File: config.mk
export PLATFORM = sky130hd
export DESIGN_NAME = bp_me_bedrock_register_master
export DESIGN_NICKNAME = d
export VERILOG_FILES = /design/src/rtl/bp_me_pkg.sv /design/src/rtl/bsg_dff_en.sv /design/src/rtl/bp_me_bedrock_register_master.sv
export SDC_FILE = /design/constraint.sdc
export NUM_CORES = 1
export LEC_CHECK = 0
export CORE_AREA = 2 2 172 174
export DETAILED_ROUTE_END_ITERATION = 6
export DIE_AREA = 0 0 174 176
export PLACE_DENSITY = 0.64
export SYNTH_ARGS = -nofsm -noshare
export SYNTH_HDL_FRONTEND = slang
export SYNTH_HIERARCHICAL = 1
export SYNTH_SLANG_ARGS = --single-unit
File: constraint.sdc
create_clock -name clk_i -period 19.2 [get_ports clk_i]
set_clock_uncertainty 0.1 [all_clocks]
set_input_delay 5.76 -clock clk_i [delete_from_list [all_inputs] [get_ports clk_i]]
set_output_delay 5.76 -clock clk_i [all_outputs]
set_load 0.03 [all_outputs]
File: src/rtl/bp_me_pkg.sv
// Shared types for the BedRock register master: message enums, the
// mem header layout, FSM states and the critical-dword replication helper.
package bp_me_pkg;

    localparam int dword_width_gp   = 64;
    localparam int paddr_width_gp   = 40;
    localparam int payload_width_gp = 16;

    typedef enum logic [3:0] {
        e_bedrock_mem_rd    = 4'd0,
        e_bedrock_mem_wr    = 4'd1,
        e_bedrock_mem_uc_rd = 4'd2,
        e_bedrock_mem_uc_wr = 4'd3,
        e_bedrock_mem_pre   = 4'd4,
        e_bedrock_mem_amo   = 4'd5
    } bp_bedrock_mem_type_e;

    typedef enum logic [2:0] {
        e_bedrock_msg_size_1   = 3'd0,
        e_bedrock_msg_size_2   = 3'd1,
        e_bedrock_msg_size_4   = 3'd2,
        e_bedrock_msg_size_8   = 3'd3,
        e_bedrock_msg_size_16  = 3'd4,
        e_bedrock_msg_size_32  = 3'd5,
        e_bedrock_msg_size_64  = 3'd6,
        e_bedrock_msg_size_128 = 3'd7
    } bp_bedrock_msg_size_e;

    typedef struct packed {
        logic [payload_width_gp-1:0] payload;
        bp_bedrock_msg_size_e        size;
        logic [paddr_width_gp-1:0]   addr;
        logic [3:0]                  subop;
        bp_bedrock_mem_type_e        msg_type;
    } bp_bedrock_mem_header_s;

    localparam int mem_header_width_gp = $bits(bp_bedrock_mem_header_s);

    typedef enum logic [1:0] {
        e_ready = 2'd0,
        e_send  = 2'd1,
        e_wait  = 2'd2,
        e_done  = 2'd3
    } bp_me_reg_master_state_e;

    function automatic int safe_clog2(input int n);
        return (n <= 1) ? 1 : $clog2(n);
    endfunction

    // Timeout counter must be able to hold timeout_p itself.
    function automatic int timeout_cnt_width(input int timeout);
        return safe_clog2(timeout + 1);
    endfunction

    // Spread a right-justified value across the whole dword by size.
    function automatic logic [63:0] replicate_by_size(
        input logic [63:0] d,
        input logic [1:0]  sz
    );
        logic [63:0] r;
        r = d;
        case (sz)
            2'd0:    r = {8{d[7:0]}};
            2'd1:    r = {4{d[15:0]}};
            2'd2:    r = {2{d[31:0]}};
            default: r = d;
        endcase
        return r;
    endfunction

endpackage

File: src/rtl/bsg_dff_en.sv
// Plain enable flop, no reset; holds its value while en_i is low.
module bsg_dff_en #(
    parameter int width_p = 1
) (
    input  logic               clk_i,
    input  logic               en_i,
    input  logic [width_p-1:0] data_i,
    output logic [width_p-1:0] data_o
);

    // Load on enable, otherwise hold.
    always_ff @(posedge clk_i) begin
        if (en_i) data_o <= data_i;
    end

endmodule

File: src/rtl/bp_me_bedrock_register_master.sv
// Single-outstanding register request to BedRock mem command bridge,
// with a response watchdog and drain of late (stale) responses.
module bp_me_bedrock_register_master
    import bp_me_pkg::*;
#(
    parameter int reg_width_p      = dword_width_gp,
    parameter int reg_addr_width_p = paddr_width_gp,
    parameter int timeout_p        = 1024,
    localparam int size_width_lp   = safe_clog2($clog2(reg_width_p/8)),
    localparam int mem_header_width_lp = mem_header_width_gp
) (
    input  logic                           clk_i,
    input  logic                           reset_n_i,

    input  logic                           r_v_i,
    input  logic                           w_v_i,
    input  logic [reg_addr_width_p-1:0]    addr_i,
    input  logic [size_width_lp-1:0]       size_i,
    input  logic [reg_width_p-1:0]         data_i,
    output logic                           ready_and_o,

    output logic                           v_o,
    output logic [reg_width_p-1:0]         data_o,
    output logic                           err_o,
    input  logic                           yumi_i,

    output logic [mem_header_width_lp-1:0] mem_cmd_header_o,
    output logic [63:0]                    mem_cmd_critical_o,
    output logic                           mem_cmd_header_v_o,
    input  logic                           mem_cmd_header_ready_and_i,

    input  logic [mem_header_width_lp-1:0] mem_resp_header_i,
    input  logic [63:0]                    mem_resp_critical_i,
    input  logic                           mem_resp_header_v_i,
    output logic                           mem_resp_header_ready_and_o
);

    if (reg_width_p != dword_width_gp) begin : g_bad_width
        $error("reg_width_p must be 64");
    end

    localparam int cnt_width_lp = timeout_cnt_width(timeout_p);
    localparam bit timeout_en_lp = (timeout_p != 0);

    bp_me_reg_master_state_e state_r;
    logic                    stale_r;
    logic [cnt_width_lp-1:0] cnt_r;

    bp_bedrock_mem_header_s         hdr_n, hdr_r, resp_hdr;
    logic [mem_header_width_lp-1:0] hdr_q;
    logic [63:0]                    crit_n, crit_q;

    logic accept, cmd_hs, resp_hs;
    logic in_wait, stale_drop, timeout_hit;
    logic unused_resp_bits;

    assign in_wait = (state_r == e_wait);

    assign ready_and_o = (state_r == e_ready) & ~stale_r;
    assign mem_resp_header_ready_and_o = in_wait | stale_r;

    assign accept  = ready_and_o & (r_v_i | w_v_i);
    assign cmd_hs  = mem_cmd_header_v_o & mem_cmd_header_ready_and_i;
    assign resp_hs = mem_resp_header_v_i & mem_resp_header_ready_and_o;

    assign stale_drop  = resp_hs & ~in_wait;
    assign timeout_hit = timeout_en_lp
                       & (cnt_r == cnt_width_lp'(timeout_p - 1));

    assign resp_hdr = mem_resp_header_i;
    assign unused_resp_bits = ^mem_resp_header_i;

    // Build the outgoing header and critical dword from the request.
    always_comb begin
        hdr_n          = '0;
        hdr_n.msg_type = w_v_i ? e_bedrock_mem_uc_wr : e_bedrock_mem_uc_rd;
        hdr_n.addr     = paddr_width_gp'(addr_i);
        hdr_n.size     = bp_bedrock_msg_size_e'(3'(size_i));
        hdr_n.payload  = '0;
        crit_n = replicate_by_size(64'(data_i), 2'(size_i));
    end

    bsg_dff_en #(.width_p(mem_header_width_lp)) hdr_reg (
        .clk_i  (clk_i),
        .en_i   (accept),
        .data_i (hdr_n),
        .data_o (hdr_q)
    );

    bsg_dff_en #(.width_p(64)) crit_reg (
        .clk_i  (clk_i),
        .en_i   (accept),
        .data_i (crit_n),
        .data_o (crit_q)
    );

    assign hdr_r              = hdr_q;
    assign mem_cmd_header_o   = hdr_q;
    assign mem_cmd_critical_o = crit_q;

    // Request FSM, watchdog counter, stale tracking and registered outputs.
    always_ff @(posedge clk_i) begin
        if (!reset_n_i) begin
            state_r            <= e_ready;
            stale_r            <= 1'b0;
            cnt_r              <= '0;
            v_o                <= 1'b0;
            err_o              <= 1'b0;
            data_o             <= '0;
            mem_cmd_header_v_o <= 1'b0;
        end else begin
            if (stale_drop) stale_r <= 1'b0;
            unique case (state_r)
                e_ready: begin
                    if (accept) begin
                        mem_cmd_header_v_o <= 1'b1;
                        state_r            <= e_send;
                    end
                end
                e_send: begin
                    if (cmd_hs) begin
                        mem_cmd_header_v_o <= 1'b0;
                        cnt_r              <= '0;
                        state_r            <= e_wait;
                    end
                end
                e_wait: begin
                    cnt_r <= cnt_r + 1'b1;
                    if (resp_hs) begin
                        data_o  <= (hdr_r.msg_type == e_bedrock_mem_uc_wr)
                                 ? '0
                                 : reg_width_p'(mem_resp_critical_i);
                        err_o   <= 1'b0;
                        v_o     <= 1'b1;
                        state_r <= e_done;
                    end else if (timeout_hit) begin
                        data_o  <= '0;
                        err_o   <= 1'b1;
                        stale_r <= 1'b1;
                        v_o     <= 1'b1;
                        state_r <= e_done;
                    end
                end
                e_done: begin
                    if (yumi_i) begin
                        v_o     <= 1'b0;
                        err_o   <= 1'b0;
                        cnt_r   <= '0;
                        state_r <= e_ready;
                    end
                end
                default: state_r <= e_ready;
            endcase
        end
    end

    // Protocol checks on the request and response sides.
    always_ff @(posedge clk_i) begin
        if (reset_n_i) begin
            assert (!(state_r == e_ready && r_v_i && w_v_i))
                else $error("read and write requested together");
            assert (!(yumi_i && !v_o))
                else $error("yumi without a valid completion");
            if (in_wait && resp_hs) begin
                assert (resp_hdr.msg_type == hdr_r.msg_type)
                    else $error("response msg_type differs from command");
                assert (resp_hdr.addr == hdr_r.addr)
                    else $error("response addr differs from command");
            end
        end
    end

endmodule
==> qor.csv, run 1 <==
stage,metric,value,unit
placement,place_ws,10.91,ns
detailed_routing,wl_per_cell,18.3,um
setup_path,crit_fanout,5,
cells_and_area,fin_nets,1271,
floorplanning,rows,62,
min_path,hold_path.startpoint,data_o[17],
synth,synthArstFlopShare,0,%
setup_path,cp_top_family,buffers and inverters,
synth,yosys.area_share.simple,11.5,%
grt,grt_util_met2,28.8,%
setup_path,cp_slowest_stage_delay,0.69,ns
cells_and_area,antennaDiodeCount,0,
synth,synth_edf_count,131,
clock_tree,cts_buffers,25,
min_path,min_path_cells,2,
grt,grt_max_degree,73,
setup_path,critPathArrivalTime,2.10,ns
grt,grt_pass1_vias,6422,
clock_tree,cts-root-buf,clkbuf_16,
setup_path,r2r_end,data_o[10],
detailed_routing,vias,6503,
timing,period_needed,7.96,ns
synth,avgSynthCellArea,12.9,um2
setup_path,ff2ff_path_depth,6,
timing,setup_viol,0,
timing,rsz0062_at_grt,false,
detailed_routing,drt-total-wl,26.0,mm
power,power_frac_clock,28.8,%
min_path,worstHoldPathType,reg2reg,
timing,fin_setup_tns,0,ns
clock_tree,tritoncts,built,
timing,fmax,0.126,GHz
setup_path,r2r-start,cnt_r[3],
floorplanning,die_area,30600,um2
run,drv_cap,0,
floorplanning,start_util,28.8,%
timing,finalMaxSlewViolations,0,
power,max-vdd-ir-drop,0.0929,mV
synth,netlist_instances,636,
power,seq_power_share,39.8,%
detailed_routing,first_pass_iters,4,
setup_path,crit_top_cell,inv_1,
power,netSwitchingPower,517,uW
outcome,run_status,"finished, final reports clean",
setup_path,worst_path_max_delay_cell,clkdlybuf4s50_1,
power,power.density,118,nW/um2
clock_tree,ctsResizeCount,0,
power,leakage,0.00453,uW
grt,use_met3,2.97,%
synth,synth_area,8210,um2
clock_tree,cts_buffer_depth,3,
clock_tree,postCtsSetupBuffers,0,
detailed_routing,vias_per_cell,4.56,
detailed_routing,drcViolationCount,0,
grt,antenna_found_initial,0,
setup_path,critPathKind,reg2out,
placement,dpl.cell_count,1379,
clock_tree,cts_hold_buf,0,
floorplanning,core,28500,um2
synth,ys_seq_area_share,67.7,%
floorplanning,die_y,176,um
synth,synth-main-ff-cell,edfxtp_1,
detailed_routing,drt_iter0_markers,480,
timing,max-slew-margin-rel,37.0,%
timing,period_share,41.4,%
timing,setup_slack,11.24,ns
setup_path,rrSetupSlack,16.31,ns
clock_tree,clk_latency,0.53,ns
setup_path,path_cells,"inv_1, ha_1, inv_1, nor2_1, clkdlybuf4s50_1",
synth,ys_warn_count,6,
timing,hold_viol,0,
synth,synth_xor_xnor_area_share,0.213,%
cells_and_area,drive_above_1_share,10.4,%
grt,met1_usage,19.6,%
synth,synth_fa_ha_area_share,0.762,%
timing,timing.hold.ws,0.357,ns
grt,gr-total-overflow,0,
clock_tree,cts-htree-levels,1,
clock_tree,path_clk_slew,0.06,ns
cells_and_area,syn2layout_area_growth,60.8,%
floorplanning,die_w,174,um
cells_and_area,final_cells,1425,
floorplanning,ios,444,
placement,gp_congestion,0.800,
setup_path,endpoint_kind,primary output,
setup_path,startpoint_type,flop,
placement,dpl.hpwl,18.1,mm
power,comb_power_share,31.3,%
synth,synth_top_family_by_area,simple AND/OR/NAND/NOR gates,
setup_path,required,13.34,ns
clock_tree,cts.sinks,212,
grt,grt.busiest_layer,met2,
synth,synthDistinctLibCells,39,
detailed_routing,antenna_left,0,
min_path,hold_end,data_o[17],
synth,synthMuxAreaShare,9.58,%
synth,synth-seq-cells,212,
power,sw_frac_of_total,33.1,%
grt,grt_pass1_wl,38.7,mm
power,intPower,1040,uW
cells_and_area,post-route-util,46.3,%
synth,synth_compound_area_share,7.44,%
grt,grtUsageTotal,16.2,%
placement,numPortBuffers,376,
setup_path,worstPathBufferInverterCount,3,
timing,worst_slew_pin_slew,0.944,ns
-- placed cells by master, fill, tap and decap left out, types with 2 or more instances in the layout --
cell,n
clkdlybuf4s50_1,373
edfxtp_1,131
dfxtp_1,81
o21ai_0,74
nand2_1,71
nand4_1,69
mux2_2,45
clkbuf_16,25
conb_1,24
a21oi_1,19
nor2_1,15
mux2i_1,10
buf_4,10
mux4_2,8
clkbuf_1,8
inv_1,7
clkinv_1,6
nor2b_1,5
nand2b_1,5
o211ai_1,5
o31ai_1,4
ha_1,4
or3_1,3
or3_2,3
clkinv_2,3
buf_2,3
or4_1,2
nand3_1,2
xnor2_1,2
a31oi_1,2
nor4_1,2
bufinv_16,2
-- power groups by stage --
stage               registers (uW)  clock network, uW  logic, uW
finish                         622                450        490
floorplan                      813                  0        115
global placement               629                  0        494
CTS                            624                467        496
global route                   631                482        514
detailed placement             633                  0        495
-- logic make-up (layout without fill, tap and decap cells) --
family | Yosys count | count (layout)
mux | 63 | 63
compound gates | 112 | 112
fa+ha+maj | 5 | 5
simple gates | 184 | 184
buf+inv | 56 | 439
xor+xnor | 2 | 2
other cells | 2 | 24
flops | 212 | 212
-- how the worst max path moves through the flow --
stage / from / end / slack (ns) / cells after the start
3_3_place_gp: mem_resp_header_v_i / data_o[10] / 10.95 / 7
6_report: state_r[0] / ready_and_o / 11.24 / 5
3_5_place_dp: mem_resp_header_v_i / data_o[10] / 10.91 / 7
5_1_grt: state_r[0] / ready_and_o / 11.08 / 5
4_1_cts: state_r[0] / ready_and_o / 11.21 / 5
2_1_floorplan: w_v_i / crit_reg/data_o[0] / 3.68 / 2
-- layout make-up --
type | count | area [um2]
Fill cell | 2628 | 15300
Sequential cell | 212 | 5560
Timing Repair Buffer | 386 | 3820
Multi-Input combinational cell | 390 | 2550
Clock buffer | 33 | 656
Tap cell | 384 | 480
Clock inverter | 13 | 114
Inverter | 7 | 26.3
-- Yosys cell counts, types with 2 or more instances --
library cell  number  area [um2]
o21ai_0           74         370
xnor2_1            2        17.5
dfxtp_1           81        1620
nand4_1           69         432
nand2_1           71         267
or3_1              3        18.8
a31oi_1            3        18.8
clkbuf_1          35         131
nor2b_1            5        31.3
nand2b_1           5        31.3
o211ai_1           5        37.5
edfxtp_1         131        3930
mux2i_1           10         100
nor2_1            15        56.3
inv_1              7        26.3
mux2_2            45         507
mux4_2             8         180
or3_2              3        22.5
nand3_1            2        10.0
buf_1              3        11.3
o31ai_1            5        37.5
nor4_1             2        12.5
buf_2             11        55.1
or4_1              2        15.0
nor3_1             2        10.0
ha_1               5        62.6
conb_1             2        7.51
a21oi_1           19        95.1
-- state kept, by name, summed over array words and instances, names as in the netlist --
| name | flops |
|---|---|
| data_o | 64 |
| err_o | 1 |
| v_o | 1 |
| mem_cmd_header_v_o | 1 |
| hdr_reg/data_o | 67 |
| state_r | 2 |
| crit_reg/data_o | 64 |
| cnt_r | 11 |
| stale_r | 1 |
-- tightest hold or removal path, cell delays in order (launching register included) --
cell and delay (ns):
dfxtp_1 0.30, nand2_1 0.04, o21ai_0 0.06
-- stage by stage --
stage / area, um2 / total power [uW]
3_3_place_gp: 12400 / 1120
2_1_floorplan: 8290 / 929
3_5_place_dp: 12400 / 1130
6_report: 13200 / 1560
5_1_grt: 13200 / 1630
4_1_cts: 13200 / 1590
-- per-layer routing --
layer,vias to the layer above,share of wire (%)
met2,202,52
met4,0,2.9
met5,-,0
li1,3152,-
met3,48,5.2
met1,3101,40
Note: power is estimated with default switching activity, not from simulation.
==> run 2, diff against run 1 <==
--- a/config.mk
+++ b/config.mk
@@ -5,10 +5,10 @@
 export SDC_FILE = /design/constraint.sdc
 export NUM_CORES = 1
 export LEC_CHECK = 0
-export CORE_AREA = 2 2 172 174
+export CORE_AREA = 2 2 173 175
 export DETAILED_ROUTE_END_ITERATION = 6
-export DIE_AREA = 0 0 174 176
-export PLACE_DENSITY = 0.64
+export DIE_AREA = 0 0 175 177
+export PLACE_DENSITY = 0.66
 export SYNTH_ARGS = -nofsm -noshare
 export SYNTH_HDL_FRONTEND = slang
 export SYNTH_HIERARCHICAL = 1
==> constraint.sdc (replaced) <==
create_clock -name clk_i -period 7.3 [get_ports clk_i]
set_clock_uncertainty 0.1 [all_clocks]
set_input_delay 2.19 -clock clk_i [delete_from_list [all_inputs] [get_ports clk_i]]
set_output_delay 2.19 -clock clk_i [all_outputs]
set_load 0.03 [all_outputs]
==> run 2 against run 1 <==
  * Global-route usage down 0.64 points
  * Total power rose to 2.6 times the previous value
  * Combinational power rose to 2.6 times the previous value
  * First-iteration DRC count down 17%
  * Die area up 1.1%
  * Setup slack worse by 8.9 ns
  * Final cell count up 0.42%
  * Clock power rose to 2.7 times the previous value
  * Register-to-register slack worse by 12 ns
  * Critical path depth unchanged
  * Sequential cell count unchanged
==> qor.csv, run 2 (synthesis gave the netlist of run 1 again) <==
stage,metric,value,unit
outcome,run_status,"finished, final reports clean",
clock_tree,cts-root-buf,clkbuf_16,
setup_path,critPathKind,reg2out,
cells_and_area,regMostFlops,hdr_reg/data_o,
placement,gp_congestion,0.775,
floorplanning,die_area,31000,um2
clock_tree,clk_latency,0.51,ns
floorplanning,die_y,177,um
power,comb_power_share,31.3,%
placement,dpl_cell_area,12500,um2
grt,grtUsageTotal,15.5,%
detailed_routing,vias_per_cell,4.58,
cells_and_area,post-route-util,45.3,%
placement,dpl.cell_count,1386,
detailed_routing,vias,6555,
cells_and_area,drive_above_1_share,11.0,%
setup_path,ff2ff_path_depth,8,
cells_and_area,fin_nets,1272,
power,sw_frac_of_total,33.0,%
cells_and_area,syn2layout_area_growth,61.4,%
timing,max-slew-margin-rel,25.9,%
clock_tree,cts-htree-levels,1,
grt,gr-total-overflow,0,
setup_path,startpoint_type,flop,
placement,dpl.hpwl,17.9,mm
detailed_routing,drt_iter0_markers,398,
clock_tree,ctsResizeCount,0,
floorplanning,die_w,175,um
setup_path,rrSetupSlack,3.92,ns
power,power.density,312,nW/um2
timing,worst_slew_pin_slew,1.11,ns
placement,numPortBuffers,376,
clock_tree,cts_buffers,25,
power,leakage,0.00455,uW
cells_and_area,final_cells,1431,
floorplanning,start_util,28.1,%
timing,setup_viol,0,
timing,hold_viol,0,
power,intPower,2770,uW
clock_tree,postCtsSetupBuffers,0,
cells_and_area,mostFrequentLayoutCells,"373 x clkdlybuf4s50_1, 131 x edfxtp_1, 81 x dfxtp_1",
clock_tree,cts.sinks,212,
setup_path,endpoint_kind,primary output,
cells_and_area,fillCellCount,2696,
timing,rsz0062_at_grt,false,
clock_tree,path_clk_slew,0.06,ns
timing,period_needed,4.93,ns
min_path,hold_end,data_o[8],
min_path,worstHoldPathType,reg2reg,
timing,period_share,67.6,%
min_path,min_path_cells,2,
setup_path,crit_fanout,73,
power,max-vdd-ir-drop,0.218,mV
cells_and_area,final_common_cell,clkdlybuf4s50_1,
floorplanning,ios,444,
setup_path,critPathArrivalTime,2.64,ns
grt,grt_max_degree,75,
detailed_routing,antenna_left,0,
setup_path,required,5.01,ns
detailed_routing,first_pass_iters,4,
detailed_routing,drt-total-wl,25.7,mm
grt,antenna_found_initial,1,
grt,grt_pass1_wl,37.4,mm
detailed_routing,wl_per_cell,18.0,um
cells_and_area,top_regs,"hdr_reg/data_o: 67 flops, crit_reg/data_o: 64 flops, data_o: 64 flops",
power,power_frac_clock,29.1,%
grt,grt_pass1_vias,6340,
detailed_routing,drcViolationCount,0,
floorplanning,rows,63,
setup_path,r2r-start,state_r[0],
power,seq_power_share,39.5,%
clock_tree,tritoncts,built,
setup_path,r2r_end,data_o[14],
power,netSwitchingPower,1360,uW
timing,timing.hold.ws,0.353,ns
clock_tree,cts_hold_buf,0,
run,drv_cap,0,
clock_tree,cts_buffer_depth,3,
timing,fmax,0.203,GHz
cells_and_area,postLayoutCellArea,13300,um2
timing,fin_setup_tns,0,ns
min_path,hold_path.startpoint,data_o[8],
cells_and_area,antennaDiodeCount,0,
floorplanning,core,29200,um2
cells_and_area,largest_register_ffs,67,
timing,finalMaxSlewViolations,0,
==> run 2: cell types whose count changed in the layout (fill, tap and decap cells not counted) <==
cell / before / now
inv_4: 0 / 1
buf_4: 10 / 11
clkinv_1: 6 / 1
clkbuf_8: 0 / 3
inv_6: 1 / 0
nor3_4: 0 / 1
clkbuf_16: 25 / 26
nor3_2: 1 / 0
clkbuf_1: 8 / 7
clkinv_4: 0 / 2
bufinv_16: 2 / 1
==> run 2: power groups by stage <==
stage                     clock [uW]  sequential, uW  combinational, uW
after detailed placement           0            1660               1310
after CTS                       1240            1640               1310
final                           1200            1630               1290
after floorplan                    0            2070                308
after global routing            1290            1650               1360
after global placement             0            1650               1300
==> run 2: worst max path at each step <==
| stage | start | end | slack [ns] | cells after the start |
|---|---|---|---|---|
| 2_1_floorplan | w_v_i | crit_reg/data_o[0] | 1.41 | 2 |
| 3_3_place_gp | mem_resp_header_v_i | data_o[0] | 2.36 | 7 |
| 3_5_place_dp | mem_resp_header_v_i | data_o[0] | 2.36 | 7 |
| 4_1_cts | state_r[0] | mem_resp_header_ready_and_o | 2.34 | 5 |
| 5_1_grt | state_r[0] | mem_resp_header_ready_and_o | 2.24 | 5 |
| 6_report | state_r[0] | mem_resp_header_ready_and_o | 2.37 | 5 |
==> run 2: worst max-delay path: stages, from the launching register on <==
cell and delay, ns:
dfxtp_1 0.33, inv_1 0.11, ha_2 0.17, buf_4 0.58
or2_2 0.23, clkdlybuf4s50_1 0.70
==> run 2: cell type report <==
cell class / count / area [um2] / share of cell area [%]
clock inverter: 9 / 80.1 / 0.604
timing repair buffer: 387 / 3830 / 28.9
tap: 390 / 488 / 3.68
sequential: 212 / 5560 / 41.9
inverter: 7 / 26.3 / 0.198
clock buffer: 36 / 718 / 5.42
multi-input combinational: 390 / 2560 / 19.3
==> run 2: routing by layer <==
| metal | vias to the layer above | routed length (um) | global-route usage [%] |
|---|---|---|---|
| li1 | 3147 | - | - |
| met3 | 50 | 1430 | 3.31 |
| met1 | 3153 | 10500 | 19.1 |
| met2 | 203 | 13100 | 27.0 |
| met4 | 2 | 728 | 5.38 |
| met5 | - | 13 | 0 |
==> run 2: per-stage QoR <==
step	setup slack [ns]	power, uW
final	2.37	4130
after global routing	2.24	4310
after CTS	2.34	4190
after detailed placement	2.36	2970
after global placement	2.36	2960
after floorplan	1.41	2380
